File: config.mk
export PLATFORM = sky130hd
export DESIGN_NAME = fetch_decode
export DESIGN_NICKNAME = d
export VERILOG_FILES = /design/src/rtl/cpu_pkg.sv /design/src/rtl/instr_fields.sv /design/src/rtl/fetch_decode.sv
export SDC_FILE = /design/constraint.sdc
export NUM_CORES = 1
export LEC_CHECK = 0
export BUFFER_PORTS_ARGS = -buffer_cell sky130_fd_sc_hd__buf_4
export CELL_PAD_IN_SITES_DETAIL_PLACEMENT = 1
export CELL_PAD_IN_SITES_GLOBAL_PLACEMENT = 2
export CORE_UTILIZATION = 27
export CTS_CLUSTER_SIZE = 25
export DETAILED_ROUTE_END_ITERATION = 8
export PLACE_DENSITY = 0.8
export SLEW_MARGIN = 5
export SYNTH_ARGS = -nofsm -noshare
export SYNTH_HDL_FRONTEND = slang
export SYNTH_SLANG_ARGS = --single-unit
File: constraint.sdc
create_clock -name i_clk -period 1.9 [get_ports i_clk]
set_input_delay 0.38 -clock i_clk [delete_from_list [all_inputs] [get_ports i_clk]]
set_output_delay 0.38 -clock i_clk [all_outputs]
set_load 0.02 [all_outputs]
File: src/rtl/cpu_pkg.sv
// Shared definitions for the 16-bit CPU front end: word/field geometry,
// the HALT opcode and the fetch/decode state encoding.
package cpu_pkg;

    localparam int WORD_W  = 16;
    localparam int OP_W    = 5;

    // Instruction word layout: [15:11] op, [10] sel_imm, [9:7] rd, [6:4] rs
    localparam int OP_LSB  = 11;
    localparam int SEL_BIT = 10;
    localparam int RD_MSB  = 9;
    localparam int RD_LSB  = 7;
    localparam int RS_MSB  = 6;
    localparam int RS_LSB  = 4;
    localparam int REG_W   = RD_MSB - RD_LSB + 1;

    localparam logic [OP_W-1:0] OP_HALT = 5'b11111;

    typedef enum logic [1:0] {
        FETCH_OP  = 2'd0,
        FETCH_IMM = 2'd1,
        ISSUE     = 2'd2,
        HALTED    = 2'd3
    } fetch_state_t;

endpackage

File: src/rtl/instr_fields.sv
// Pure combinational split of an instruction word into its decode fields.
module instr_fields
    import cpu_pkg::*;
(
    input  logic [WORD_W-1:0] word,
    output logic [OP_W-1:0]   op,
    output logic              sel_imm,
    output logic [REG_W-1:0]  rd,
    output logic [REG_W-1:0]  rs
);

    // Low bits carry no field today; fold them so they are visibly consumed.
    logic unused_low;

    assign op         = word[OP_LSB +: OP_W];
    assign sel_imm    = word[SEL_BIT];
    assign rd         = word[RD_MSB:RD_LSB];
    assign rs         = word[RS_MSB:RS_LSB];
    assign unused_low = ^word[RS_LSB-1:0];

endmodule

File: src/rtl/fetch_decode.sv
// Fetch and field-decode stage: owns the PC, fetches an opcode word and an
// optional immediate word, then presents one registered bundle downstream.
// Fetch and issue never overlap, so at most one instruction is in flight.
module fetch_decode #(
    parameter logic [15:0] RESET_PC = 16'h0000,
    parameter int          WORD_W   = 16,
    parameter int          OP_W     = 5
) (
    input  logic              i_clk,
    input  logic              i_rst_n,
    output logic              o_mem_req,
    output logic [WORD_W-1:0] o_mem_addr,
    input  logic              i_mem_ack,
    input  logic [WORD_W-1:0] i_mem_data,
    input  logic              i_redirect,
    input  logic [WORD_W-1:0] i_redirect_addr,
    output logic              o_valid,
    input  logic              i_ready,
    output logic [OP_W-1:0]   o_op,
    output logic              o_sel_imm,
    output logic [2:0]        o_rd,
    output logic [2:0]        o_rs,
    output logic [WORD_W-1:0] o_imm,
    output logic              o_halted
);

    import cpu_pkg::*;

    fetch_state_t      state;
    logic [WORD_W-1:0] pc;
    logic              xfer;

    logic [OP_W-1:0]   f_op;
    logic              f_sel;
    logic [2:0]        f_rd;
    logic [2:0]        f_rs;

    instr_fields u_fields (
        .word    (i_mem_data),
        .op      (f_op),
        .sel_imm (f_sel),
        .rd      (f_rd),
        .rs      (f_rs)
    );

    // Requests are suppressed during reset and in a redirect cycle so no
    // transfer can land on a PC that is about to be replaced.
    assign o_mem_req  = i_rst_n && !i_redirect &&
                        ((state == FETCH_OP) || (state == FETCH_IMM));
    assign o_mem_addr = pc;
    assign xfer       = o_mem_req && i_mem_ack;

    // Fetch/issue FSM; redirect outranks everything but reset and discards
    // any half-fetched or un-accepted instruction.
    always_ff @(posedge i_clk) begin
        if (!i_rst_n) begin
            state     <= FETCH_OP;
            pc        <= RESET_PC;
            o_valid   <= 1'b0;
            o_halted  <= 1'b0;
            o_op      <= '0;
            o_sel_imm <= 1'b0;
            o_rd      <= '0;
            o_rs      <= '0;
            o_imm     <= '0;
        end else if (i_redirect) begin
            state    <= FETCH_OP;
            pc       <= i_redirect_addr;
            o_valid  <= 1'b0;
            o_halted <= 1'b0;
        end else begin
            case (state)
                FETCH_OP: begin
                    if (xfer) begin
                        o_op      <= f_op;
                        o_sel_imm <= f_sel;
                        o_rd      <= f_rd;
                        o_rs      <= f_rs;
                        pc        <= pc + WORD_W'(1);
                        if (f_sel) begin
                            state <= FETCH_IMM;
                        end else begin
                            o_imm   <= '0;
                            o_valid <= 1'b1;
                            state   <= ISSUE;
                        end
                    end
                end
                FETCH_IMM: begin
                    if (xfer) begin
                        o_imm   <= i_mem_data;
                        pc      <= pc + WORD_W'(1);
                        o_valid <= 1'b1;
                        state   <= ISSUE;
                    end
                end
                ISSUE: begin
                    if (i_ready) begin
                        o_valid <= 1'b0;
                        if (o_op == OP_HALT) begin
                            o_halted <= 1'b1;
                            state    <= HALTED;
                        end else begin
                            state <= FETCH_OP;
                        end
                    end
                end
                default: begin
                    // HALTED: parked until reset or redirect.
                end
            endcase
        end
    end

endmodule

# Yosys cells after proc, flatten, opt, wreduce, memory -nomap -nowiden
# Cells that the tools add are included.
dict set report totals {
  reg_bits 48
  input_bits 37
  elab_cells 55
}
dict set report classes {
  addsub 1
  eq_ne 7
  mux 18
  bitwise 2
  n_reduce_logical 18
}
# cell count
set op_table {}
lappend op_table {{two-way mux 16 bit} 6}
lappend op_table {{one-hot mux 16 bit (2 select lines)} 1}
lappend op_table {{adder 16 x 1 -> 16 bit (second input constant)} 1}
lappend op_table {{two-way mux 2 bit} 5}
lappend op_table {{AND reduction 5 bit} 2}
lappend op_table {{inequality test 2 bit (second input constant)} 4}
lappend op_table {{one-hot mux 2 bit (3 select lines)} 1}
lappend op_table {{AND reduction 3 bit} 2}
lappend op_table {{nonzero test 2 bit} 3}
lappend op_table {{equality test 5 bit (second input constant)} 1}
lappend op_table {{two-way mux 1 bit} 4}
lappend op_table {{AND reduction 4 bit} 1}
lappend op_table {{OR reduction 2 bit} 2}
lappend op_table {{logical AND 1 bit} 3}
lappend op_table {{one-hot mux 1 bit (3 select lines)} 1}
lappend op_table {{nonzero test 3 bit} 1}
lappend op_table {{equality test 2 x 1 -> 1 bit (second input constant)} 1}
lappend op_table {{equality test 2 bit (second input constant)} 1}
lappend op_table {{zero test 2 bit} 1}
lappend op_table {{inverter 1 bit} 2}
lappend op_table {{AND reduction 2 bit} 1}
lappend op_table {{zero test 1 bit} 1}
lappend op_table {{logical OR 1 bit} 1}

# Depth between registers and ports, before layout
# Gate-level depths: netlist of run 1.
dict set report depth {
  ltp_word 7
  mapped_depth 8
}

# By module
# From an unflattened synthesis of run 1, not the netlist that was laid out.
dict set report unflattened {
  hier_cells 283
  area_unflattened_um2 2451.1
}
# module instances cells_each area_each_um2 seq_area_each_um2
set modules_own_cells {}
lappend modules_own_cells {fetch_decode 1 271 2361.0 960.9}
lappend modules_own_cells {instr_fields 1 12 90.1 0.0}

# Worst setup path before layout of run 1
# No wires, ideal clock.
dict set report synth_path {
  kind {register to register}
  startpoint {reg state[1]}
  endpoint {reg state[1]}
  arrival_ps 1639
  t_required_ps 1829
  slack_ps 191
  path_stages_with_launch 8
  path_buffers 1
  period_less_slack_ps 1709
  cell_sequence {dfxtp_1 inv_1 ha_1 buf_4 or2_2 a221oi_4 o311ai_0 a21oi_1}
}
dict set report synth_via {
  elab_chain_cells 6
  elab_cells_between_ends 12
  cone_classes {eq/ne: 5; mux: 1; reduce/logical: 6}
}
# item line
set synth_lines {}
lappend synth_lines {{start, declared} fetch_decode.sv:29} ;# fetch_state_t state;
lappend synth_lines {{start signal, assigned} fetch_decode.sv:57} ;# state <= FETCH_OP;
lappend synth_lines {{start signal, assigned} fetch_decode.sv:67} ;# state <= FETCH_OP;
lappend synth_lines {{start signal, assigned} fetch_decode.sv:81} ;# state <= FETCH_IMM;
lappend synth_lines {{equality test 2 x 1 -> 1 bit / zero test 2 bit (equally long branches)} {fetch_decode.sv:49, fetch_decode.sv:72}}
lappend synth_lines {{logical OR 1 bit} fetch_decode.sv:49} ;# ((state == FETCH_OP) || (state == FETCH_IMM));
lappend synth_lines {{logical AND 1 bit} fetch_decode.sv:48} ;# assign o_mem_req = i_rst_n && !i_redirect &&
lappend synth_lines {{logical AND 1 bit} fetch_decode.sv:51} ;# assign xfer = o_mem_req && i_mem_ack;
lappend synth_lines {{inequality test 2 bit (no source line)} n/a}
lappend synth_lines {{AND reduction 4 bit (no source line)} n/a}
# Parallel ways exist; a longest one is shown, timed or not.
# A chain may end at the register's enable or synchronous reset.

# Worst setup path after layout of run 1
dict set report layout_path {
  startpoint {reg state[0]}
  endpoint {out o_mem_req}
}
dict set report layout_via {
  elab_chain_cells 3
  elab_cells_between_ends 4
  cone_classes {eq/ne: 1; reduce/logical: 3}
}
# item line
set layout_lines {}
lappend layout_lines {{equality test 2 x 1 -> 1 bit / zero test 2 bit (equally long branches)} fetch_decode.sv:49}
lappend layout_lines {{logical OR 1 bit (*)} fetch_decode.sv:49}
lappend layout_lines {{logical AND 1 bit (*)} fetch_decode.sv:48}
lappend layout_lines {{end, declared} fetch_decode.sv:11} ;# output logic o_mem_req,
# Every way passes the cells marked *; elsewhere a longest branch is shown, timed or not.

==> results.cfg, run 1 <==
[clocking]
htreeDepth = 2
cts.reportedPaths.clkPinSlew_ns = 0.10
root_buffer = clkbuf_8
insertion_delay_ns = 0.30
clk_path_buf_depth = 2
cts_buffers = 5
cts_tree = built
clkSinkCount = 48

[detailed_routing]
finalWirelength_microns = 6690
drc = 0
via_per_inst = 4.75
post_drt_wl_per_cell_microns = 14.7
first_pass_iters = 4
ant_nets = 0
drt_iter0_drc = 29
vias = 2167

[critical_path]
max_stage_delay_ns = 0.38
path_max_fanout = 3
path_class = register to primary output
cpLargestDelayFamily = simple AND/OR/NAND/NOR gates
worstPathCellList = inv_2 -> ha_4 -> or2_4 -> and2_1 -> buf_4
worstReg2RegStart = state[1]
reg2reg_to = o_mem_addr[13]
worst_ep_arrival_time_ns = 1.46
cp_slowest_cell = dfxtp_4
crit_buf_inv = 2
r2r_slack_ns = 0.16
r2r_cells = 8
critPathCaptureType = primary output
critPathLaunchType = register
critPathRequiredTime_ns = 1.52

[placement]
gp_congestion = 0.746
io_buffers = 83
hpwl_microns = 4850
placedCellCount = 445

[sta]
relSlewSlack_pct = 73.7
setup-tns-final_ns = 0
post-route-min-period_ns = 1.84
slew_viol_final = 0
worstMarginPinSlew_ns = 0.392
hold_violations = 0
rsz0062_at_grt = no
min_period_over_period_pct = 96.9
setup_viol = 0
clock.fmax_ghz = 0.543
skew_ns = 0.00499

[cells_and_area]
insertedDiodeCount = 0
final_core_util_pct = 40.2
finalNetCount = 395
instances_no_fill = 456
drive_gt1_share_pct = 32.2
area_growth_pct = 42.6

[hold_path]
min_from = i_redirect_addr[2]
holdPathEnd = o_mem_addr[2]
min_path_cells = 2
min_path_type = input port to register

[global_routing]
grt_pass1_vias = 2135
grt_overflow = 0
grt_max_degree = 34
grt_usage_pct = 15.8
grt_pass1_wl_microns = 10700
antenna_found_initial = 0

[power_and_ir_drop]
peakVddDrop_v = 0.000428
power.density_nw_per_um2 = 705
p_leak_nw = 1.25
finalPower_w = 0.00222

[logic_synthesis]
avgSynthCellArea_sq_um = 8.38
synth-edff-count = 0
ys_seq_elements = 48
synthArstFlopShare_pct = 0
synth_top_area_share_pct = 43.4
yosysWarnings = 0
ys_top_cells_by_area = dfxtp_1, a21boi_0, nand2_1, xnor2_1, nand3_1
synth_top_area_cell = dfxtp_1
synth.distinct_cells = 36
synth_cells = 264
ys_seq_area_share_pct = 43.4
synth_fp_nets = 306
synth-main-ff-cell = dfxtp_1
netlist_area_sq_um = 2210

[flow_run]
maxCapViolCount = 0

[die]
dieArea_sq_um = 8560
fp-row-count = 32
start_util_pct = 28.2
core-area_sq_um = 7850
die_h_microns = 92.5
die_w_microns = 92.5
io_pins = 84

[status]
status = finished clean
stage by stage:
| step | area [sq um] | setup WS, ns | hold WS [ns] |
|---|---|---|---|
| floorplan | 2210 | 0.191 | 0.479 |
| global placement | 2990 | 0.129 | 0.444 |
| detailed placement | 2990 | 0.0626 | 0.452 |
| CTS | 3140 | 0.00428 | 0.282 |
| global route | 3160 | 0.00933 | 0.308 |
| finish | 3160 | 0.0596 | 0.294 |
logic make-up (layout without fill, tap and decap cells):
| family | Yosys count | after routing | share of synthesized area (%) |
|---|---|---|---|
| AOI/OAI and AO/OA | 66 | 66 | 20.0 |
| xor gates and xnor gates | 14 | 14 | 5.54 |
| adders and majority gates | 5 | 5 | 2.83 |
| buffers and inverters | 23 | 113 | 4.47 |
| DFF | 48 | 48 | 43.4 |
| muxes | 2 | 2 | 0.905 |
| and+or+nand+nor | 106 | 106 | 22.8 |
worst register-to-register path, stage by stage, from the launching register on:
cell       delay [ns]
dfxtp_2          0.34
inv_2            0.09
ha_4             0.14
buf_4            0.14
o2111ai_1        0.12
buf_4            0.19
nor4_1           0.37
xnor2_1          0.16
a21oi_1          0.08
placed cells by master, fill, tap and decap left out, types with 2 or more instances in the layout:
| cell | instances |
|---|---|
| nand3_1 | 21 |
| nand2b_1 | 2 |
| dfxtp_1 | 46 |
| xnor2_1 | 13 |
| clkbuf_8 | 5 |
| o21ai_0 | 15 |
| inv_2 | 2 |
| and2_1 | 3 |
| and3_1 | 2 |
| nand2_1 | 49 |
| nor2_1 | 8 |
| ha_4 | 2 |
| a21boi_0 | 26 |
| nand4_1 | 4 |
| mux2i_1 | 2 |
| o211a_1 | 2 |
| nor3_1 | 7 |
| a21oi_1 | 15 |
| buf_4 | 95 |
| ha_1 | 3 |
| nor4_1 | 5 |
| inv_1 | 6 |
sequential cells by signal, summed over array words and instances, names as in the netlist:
register	count
o_imm	16
state	2
o_valid	1
o_rd	3
o_halted	1
o_rs	3
o_mem_addr	16
o_op	5
o_sel_imm	1
power by group:
part           internal, W  switching, W
Clock             0.000397      0.000382
Sequential         0.00104     0.0000412
Combinational     0.000174      0.000188
Total              0.00161      0.000611
worst max-delay path by stage:
stage                  start         to  slack, ns  cells after the start
global route        state[0]  o_mem_req      0.009                      5
global placement    state[0]   state[1]       0.13                      6
CTS                 state[0]  o_mem_req      0.004                      5
finish              state[0]  o_mem_req       0.06                      5
floorplan           state[1]   state[1]       0.19                      7
detailed placement  state[0]   state[1]       0.06                      6
cell usage after synthesis (2+ instances only):
library cell   n
nand2b_1       2
nand3_1       21
and3_1         2
a21oi_1       15
ha_1           5
xnor2_1       13
nor4_1         5
nor2_1         8
inv_1          8
a21boi_0      26
clkbuf_1       8
o21ai_0       15
buf_4          2
buf_2          4
and2_1         3
mux2i_1        2
nor3_1         7
nand4_1        4
dfxtp_1       48
nand2_1       49
o211a_1        2
layer usage:
| metal | GRT usage [%] | vias to the layer above | wire, microns |
|---|---|---|---|
| li1 | - | 1088 | - |
| met1 | 20.1 | 1010 | 3220 |
| met2 | 25.6 | 63 | 2960 |
| met3 | 4.60 | 6 | 409 |
| met4 | 4.82 | 0 | 92 |
| met5 | 0 | - | 0 |
area by class of cell:
type	count	area, sq um
timing repair buffer	96	733
sequential	48	966
multi-input combinational	193	1180
clock buffer	5	68.8
fill	974	4690
inverter	9	33.8
tap	102	128
clock inverter	3	46.3
timing repair:
action	CTS	global route
pin swaps	0	1
endpoints found under the setup margin	1	1
setup buffers	2	1
resized for setup	6	4
hold buffers	0	0
Power figures use the tool's default switching activity.
==> run 2: changes to the inputs <==
==> constraint.sdc (replaced) <==
create_clock -name i_clk -period 1.7 [get_ports i_clk]
set_input_delay 0.34 -clock i_clk [delete_from_list [all_inputs] [get_ports i_clk]]
set_output_delay 0.34 -clock i_clk [all_outputs]
set_load 0.02 [all_outputs]
==> run 2 against run 1 <==
The run now ends with setup timing left; utilization rose by 3.2 points; cell area up 7.8%; clock power decreased by 7.4%; combinational power grew 31%; clock skew grew 0.0034 ns; die area is the same; sequential share of layout area is 2.3 points lower; critical path depth did not move; critical path type unchanged; critical endpoint unchanged.
==> results.cfg, run 2 (same netlist as run 1, synthesis figures left out) <==
[detailed_routing]
drt_iter0_drc = 35
via_per_inst = 4.75
finalWirelength_microns = 6990
first_pass_iters = 4
post_drt_wl_per_cell_microns = 14.8
vias = 2243
drc = 0
ant_nets = 0

[clocking]
cts.reportedPaths.clkPinSlew_ns = 0.10
ctsHoldBuffers = 0
htreeDepth = 2
cts_buffers = 5
root_buffer = clkbuf_8
clk_path_buf_depth = 2
cts_tree = built
insertion_delay_ns = 0.31
clkSinkCount = 48

[die]
core-area_sq_um = 7850
io_pins = 84
fp-row-count = 32
start_util_pct = 28.2
die_h_microns = 92.5
die_w_microns = 92.5
dieArea_sq_um = 8560

[status]
status = finished, violations left
violations = setup timing

[placement]
io_buffers = 83
gp_congestion = 0.743
hpwl_microns = 5030
pre_cts_slack_ns = -0.0765

[critical_path]
critical-path-top-cell-by-count = buf_6
path_max_fanout = 2
critPathLaunchType = register
cp_slowest_cell = dfxtp_2
critPathLaunch = state[0]
path_class = register to primary output
r2r_cells = 7
worst_ep_arrival_time_ns = 1.42
critPathCaptureType = primary output
r2r_slack_ns = 0
endpoint = o_mem_req
max_stage_delay_ns = 0.33
critPathRequiredTime_ns = 1.36
worstReg2RegStart = state[0]
reg2reg_to = state[1]
worstPathCellList = buf_6 -> ha_4 -> or2_4 -> and2_4 -> buf_6

[power_and_ir_drop]
peakVddDrop_v = 0.000306
finalPower_w = 0.00240
power.density_nw_per_um2 = 705
p_leak_nw = 1.38

[global_routing]
grt_max_degree = 27
grt_pass1_vias = 2238
grt_overflow = 0
antenna_found_initial = 0
grt_pass1_wl_microns = 11100
grt_usage_pct = 16.4

[cells_and_area]
fill_cells = 978
finalNetCount = 411
drive_gt1_share_pct = 37.8
final_common_cell = buf_4
area_growth_pct = 53.8
regArea_sq_um = 963
insertedDiodeCount = 0
multi_input_area_sq_um = 1280
mostFrequentLayoutCells = buf_4, nand2_1, dfxtp_1

[sta]
hold_violations = 0
setup_slack_ns = -0.0608
worstMarginPinSlew_ns = 0.483
clock.fmax_ghz = 0.568
relSlewSlack_pct = 67.7
post-route-min-period_ns = 1.76
setup_viol = 1
whs_ns = 0.251
rsz0062_at_grt = yes
min_period_over_period_pct = 104
slew_viol_final = 0
skew_ns = 0.00842

[hold_path]
min_path_type = input port to register
min_from = i_redirect_addr[0]

[flow_run]
maxCapViolCount = 0
run 2: cell types whose count changed in the layout (fill, tap and decap cells not counted), moves of 3 or more:
| cell | change |
|---|---|
| buf_6 | +3 |
| nor4_1 | -4 |
| a21boi_0 | -13 |
| buf_4 | +10 |
| a21boi_1 | +13 |
run 2: report_power, final:
group          internal [W]  switching (W)
Combinational      0.000236       0.000236
Sequential          0.00117      0.0000410
Clock              0.000292       0.000429
run 2: how the worst min path moves through the flow:
| stage | end | slack [ns] | depth (start not counted) |
|---|---|---|---|
| detailed placement | o_imm[14] | 0.46 | 2 |
| floorplan | o_mem_addr[0] | 0.48 | 1 |
| global placement | o_imm[14] | 0.45 | 2 |
| CTS | o_mem_addr[0] | 0.24 | 2 |
| global route | o_mem_addr[0] | 0.24 | 2 |
| finish | o_mem_addr[0] | 0.25 | 2 |
run 2: stage by stage:
stage | cell area (sq um) | setup TNS, ns | std cells | util (%)
after CTS | 3250 | -0.101 | 467 | 41.4
final | 3400 | -0.0608 | 472 | 43.4
after detailed placement | 3090 | -1.25 | 455 | 39.3
after global routing | 3400 | -0.236 | 472 | 43.4
after floorplan | 2220 | -0.00963 | 264 | -
after global placement | 3090 | 0 | 455 | 39.3
run 2: timing repair:
action                                  CTS  global route
endpoints found under the hold margin     0             0
endpoints found under the setup margin   22            21
buffers inserted                          4             4
cloned                                    0             1
pin swaps                                 2            12
resized for setup                        11            31
run 2: layout make-up:
class	count	share of cell area (%)
inverter	9	1.07
sequential	48	28.3
clock inverter	3	0.698
multi-input combinational	193	37.5
timing repair buffer	112	26.6
clock buffer	5	2.02
tap	102	3.75
run 2: critical path: cells and delay by family (launching register included):
| kind | cells | cell delay, ns |
|---|---|---|
| fa+ha+maj | 1 | 0.15 |
| simple gates | 2 | 0.41 |
| buf+inv | 2 | 0.23 |
| flops | 1 | 0.33 |
run 2: metal layers:
layer	up-vias	global-route usage (%)	wire, microns
met4	0	3.78	57
met1	1049	21.0	3300
met2	66	27.3	3230
li1	1121	-	-
met5	-	0	0
met3	7	4.52	399
==> run 3: changes to the inputs <==
--- a/config.mk
+++ b/config.mk
@@ -11,7 +11,7 @@
 export CORE_UTILIZATION = 27
 export CTS_CLUSTER_SIZE = 25
 export DETAILED_ROUTE_END_ITERATION = 8
-export PLACE_DENSITY = 0.8
+export PLACE_DENSITY_LB_ADDON = 0.1
 export SLEW_MARGIN = 5
 export SYNTH_ARGS = -nofsm -noshare
 export SYNTH_HDL_FRONTEND = slang
==> run 3 against run 2 <==
The run still ends with setup timing left; critical path depth stayed put; final cell count down 0.64%; clock power up 36%.
==> results.cfg, run 3 (same netlist as run 1, synthesis figures left out) <==
[status]
status = finished, violations left
violations = setup timing

[power_and_ir_drop]
seqPwrFrac_pct = 45.5
intPower_w = 0.00198
p_leak_nw = 1.41
swShare_pct = 25.5
power.density_nw_per_um2 = 774
p_sw_w = 0.000675
peakVddDrop_v = 0.000290
finalPower_w = 0.00265
clockPowerShare_pct = 37.1
p_comb_share_pct = 17.4

[global_routing]
grt_pass1_wl_microns = 11400
antenna_found_initial = 0
grt_overflow = 0
grt_max_degree = 33
grt_usage_pct = 17.0
grt_pass1_vias = 2253

[detailed_routing]
drt_iter0_drc = 56
ant_nets = 0
vias = 2201
via_per_inst = 4.69
drc = 0
post_drt_wl_per_cell_microns = 14.9
first_pass_iters = 4
finalWirelength_microns = 6970

[clocking]
cts_buffers = 5
cts_tree = built
cts.reportedPaths.clkPinSlew_ns = 0.09
clkSinkCount = 48
clk_path_buf_depth = 2
root_buffer = clkbuf_8
htreeDepth = 2
insertion_delay_ns = 0.31
ctsHoldBuffers = 0

[cells_and_area]
area_growth_pct = 54.8
insertedDiodeCount = 0
mostFrequentLayoutCells = buf_4, nand2_1, dfxtp_1
drive_gt1_share_pct = 37.3
final_core_util_pct = 43.7
fin_area_sq_um = 3430
finalNetCount = 409
final_common_cell = buf_4

[placement]
gp_congestion = 0.712
io_buffers = 83
placed_area_sq_um = 3090
hpwl_microns = 5000

[critical_path]
worst_ep_arrival_time_ns = 1.43
path_max_fanout = 2
worstPathCellList = buf_12 -> ha_4 -> or2_4 -> and2_4 -> buf_6
critPathRequiredTime_ns = 1.36
cp_slowest_cell = dfxtp_4
critPathLaunchType = register
cpLargestDelayFamily = flip-flops
crit_buf_inv = 2
critPathCaptureType = primary output
path_class = register to primary output
max_stage_delay_ns = 0.37

[sta]
clock.fmax_ghz = 0.563
min_period_over_period_pct = 104
skew_ns = 0.00638
slew_viol_final = 0
setup_viol = 4
rsz0062_at_grt = yes
post-route-min-period_ns = 1.77
setup_slack_ns = -0.0750
worstMarginPinSlew_ns = 0.466
whs_ns = 0.264
hold_violations = 0
relSlewSlack_pct = 68.8

[die]
start_util_pct = 28.2
fp-row-count = 32
dieArea_sq_um = 8560
core-area_sq_um = 7850
io_pins = 84
die_w_microns = 92.5
die_h_microns = 92.5

[hold_path]
min_path_type = input port to register

[flow_run]
maxCapViolCount = 0
## run 3: cell count changes in the layout (fill, tap and decap cells not counted), sizes merged
cell,before,now
clkinv,2,1
bufinv,0,2
buf,111,109
clkinvlp,2,0
## run 3: power groups by stage
| stage | registers, W | logic, W | clock network (W) |
|---|---|---|---|
| 2_1_floorplan | 0.00128 | 0.000158 | 0 |
| 3_3_place_gp | 0.00123 | 0.000426 | 0 |
| 3_5_place_dp | 0.00123 | 0.000429 | 0 |
| 4_1_cts | 0.00121 | 0.000449 | 0.00102 |
| 5_1_grt | 0.00121 | 0.000505 | 0.00107 |
| 6_report | 0.00121 | 0.000461 | 0.000983 |
## run 3: per-layer routing
layer	wire [microns]	GRT usage, %
met5	0	0
met3	241	3.28
met4	74	5.47
met2	3390	27.6
met1	3260	22.4
## run 3: per-stage QoR
stage,setup WS [ns],setup TNS [ns],cells
after floorplan,-0.00650,-0.00963,264
after global placement,-0.0246,-0.0368,455
after detailed placement,-0.0727,-0.238,455
after CTS,-0.0907,-0.0907,465
after global routing,-0.118,-1.43,469
final,-0.0750,-0.0958,469
## run 3: final cells by class
| cell class | count | area, sq um |
|---|---|---|
| fill | 937 | 4420 |
| sequential | 48 | 966 |
| multi-input combinational | 193 | 1270 |
| clock inverter | 2 | 60.1 |
| clock buffer | 5 | 68.8 |
| inverter | 9 | 33.8 |
| tap | 102 | 128 |
| timing repair buffer | 110 | 905 |
## run 3: worst paths after layout
| check | from | endpoint | slack, ns | depth (start not counted) |
|---|---|---|---|---|
| max | state[0] | o_mem_req | -0.07 | 5 |
| min | i_redirect_addr[0] | o_mem_addr[0] | 0.26 | 2 |
| max reg2reg | state[0] | state[1] | -0.01 | 7 |
| min reg2reg | o_imm[3] | o_imm[3] | 0.46 | 2 |
## run 3: what timing repair did
action,in CTS,in global routing
pin swaps,3,14
setup endpoints to repair,8,15
buffers inserted,3,3
gates cloned,0,1
gates resized for setup,12,29
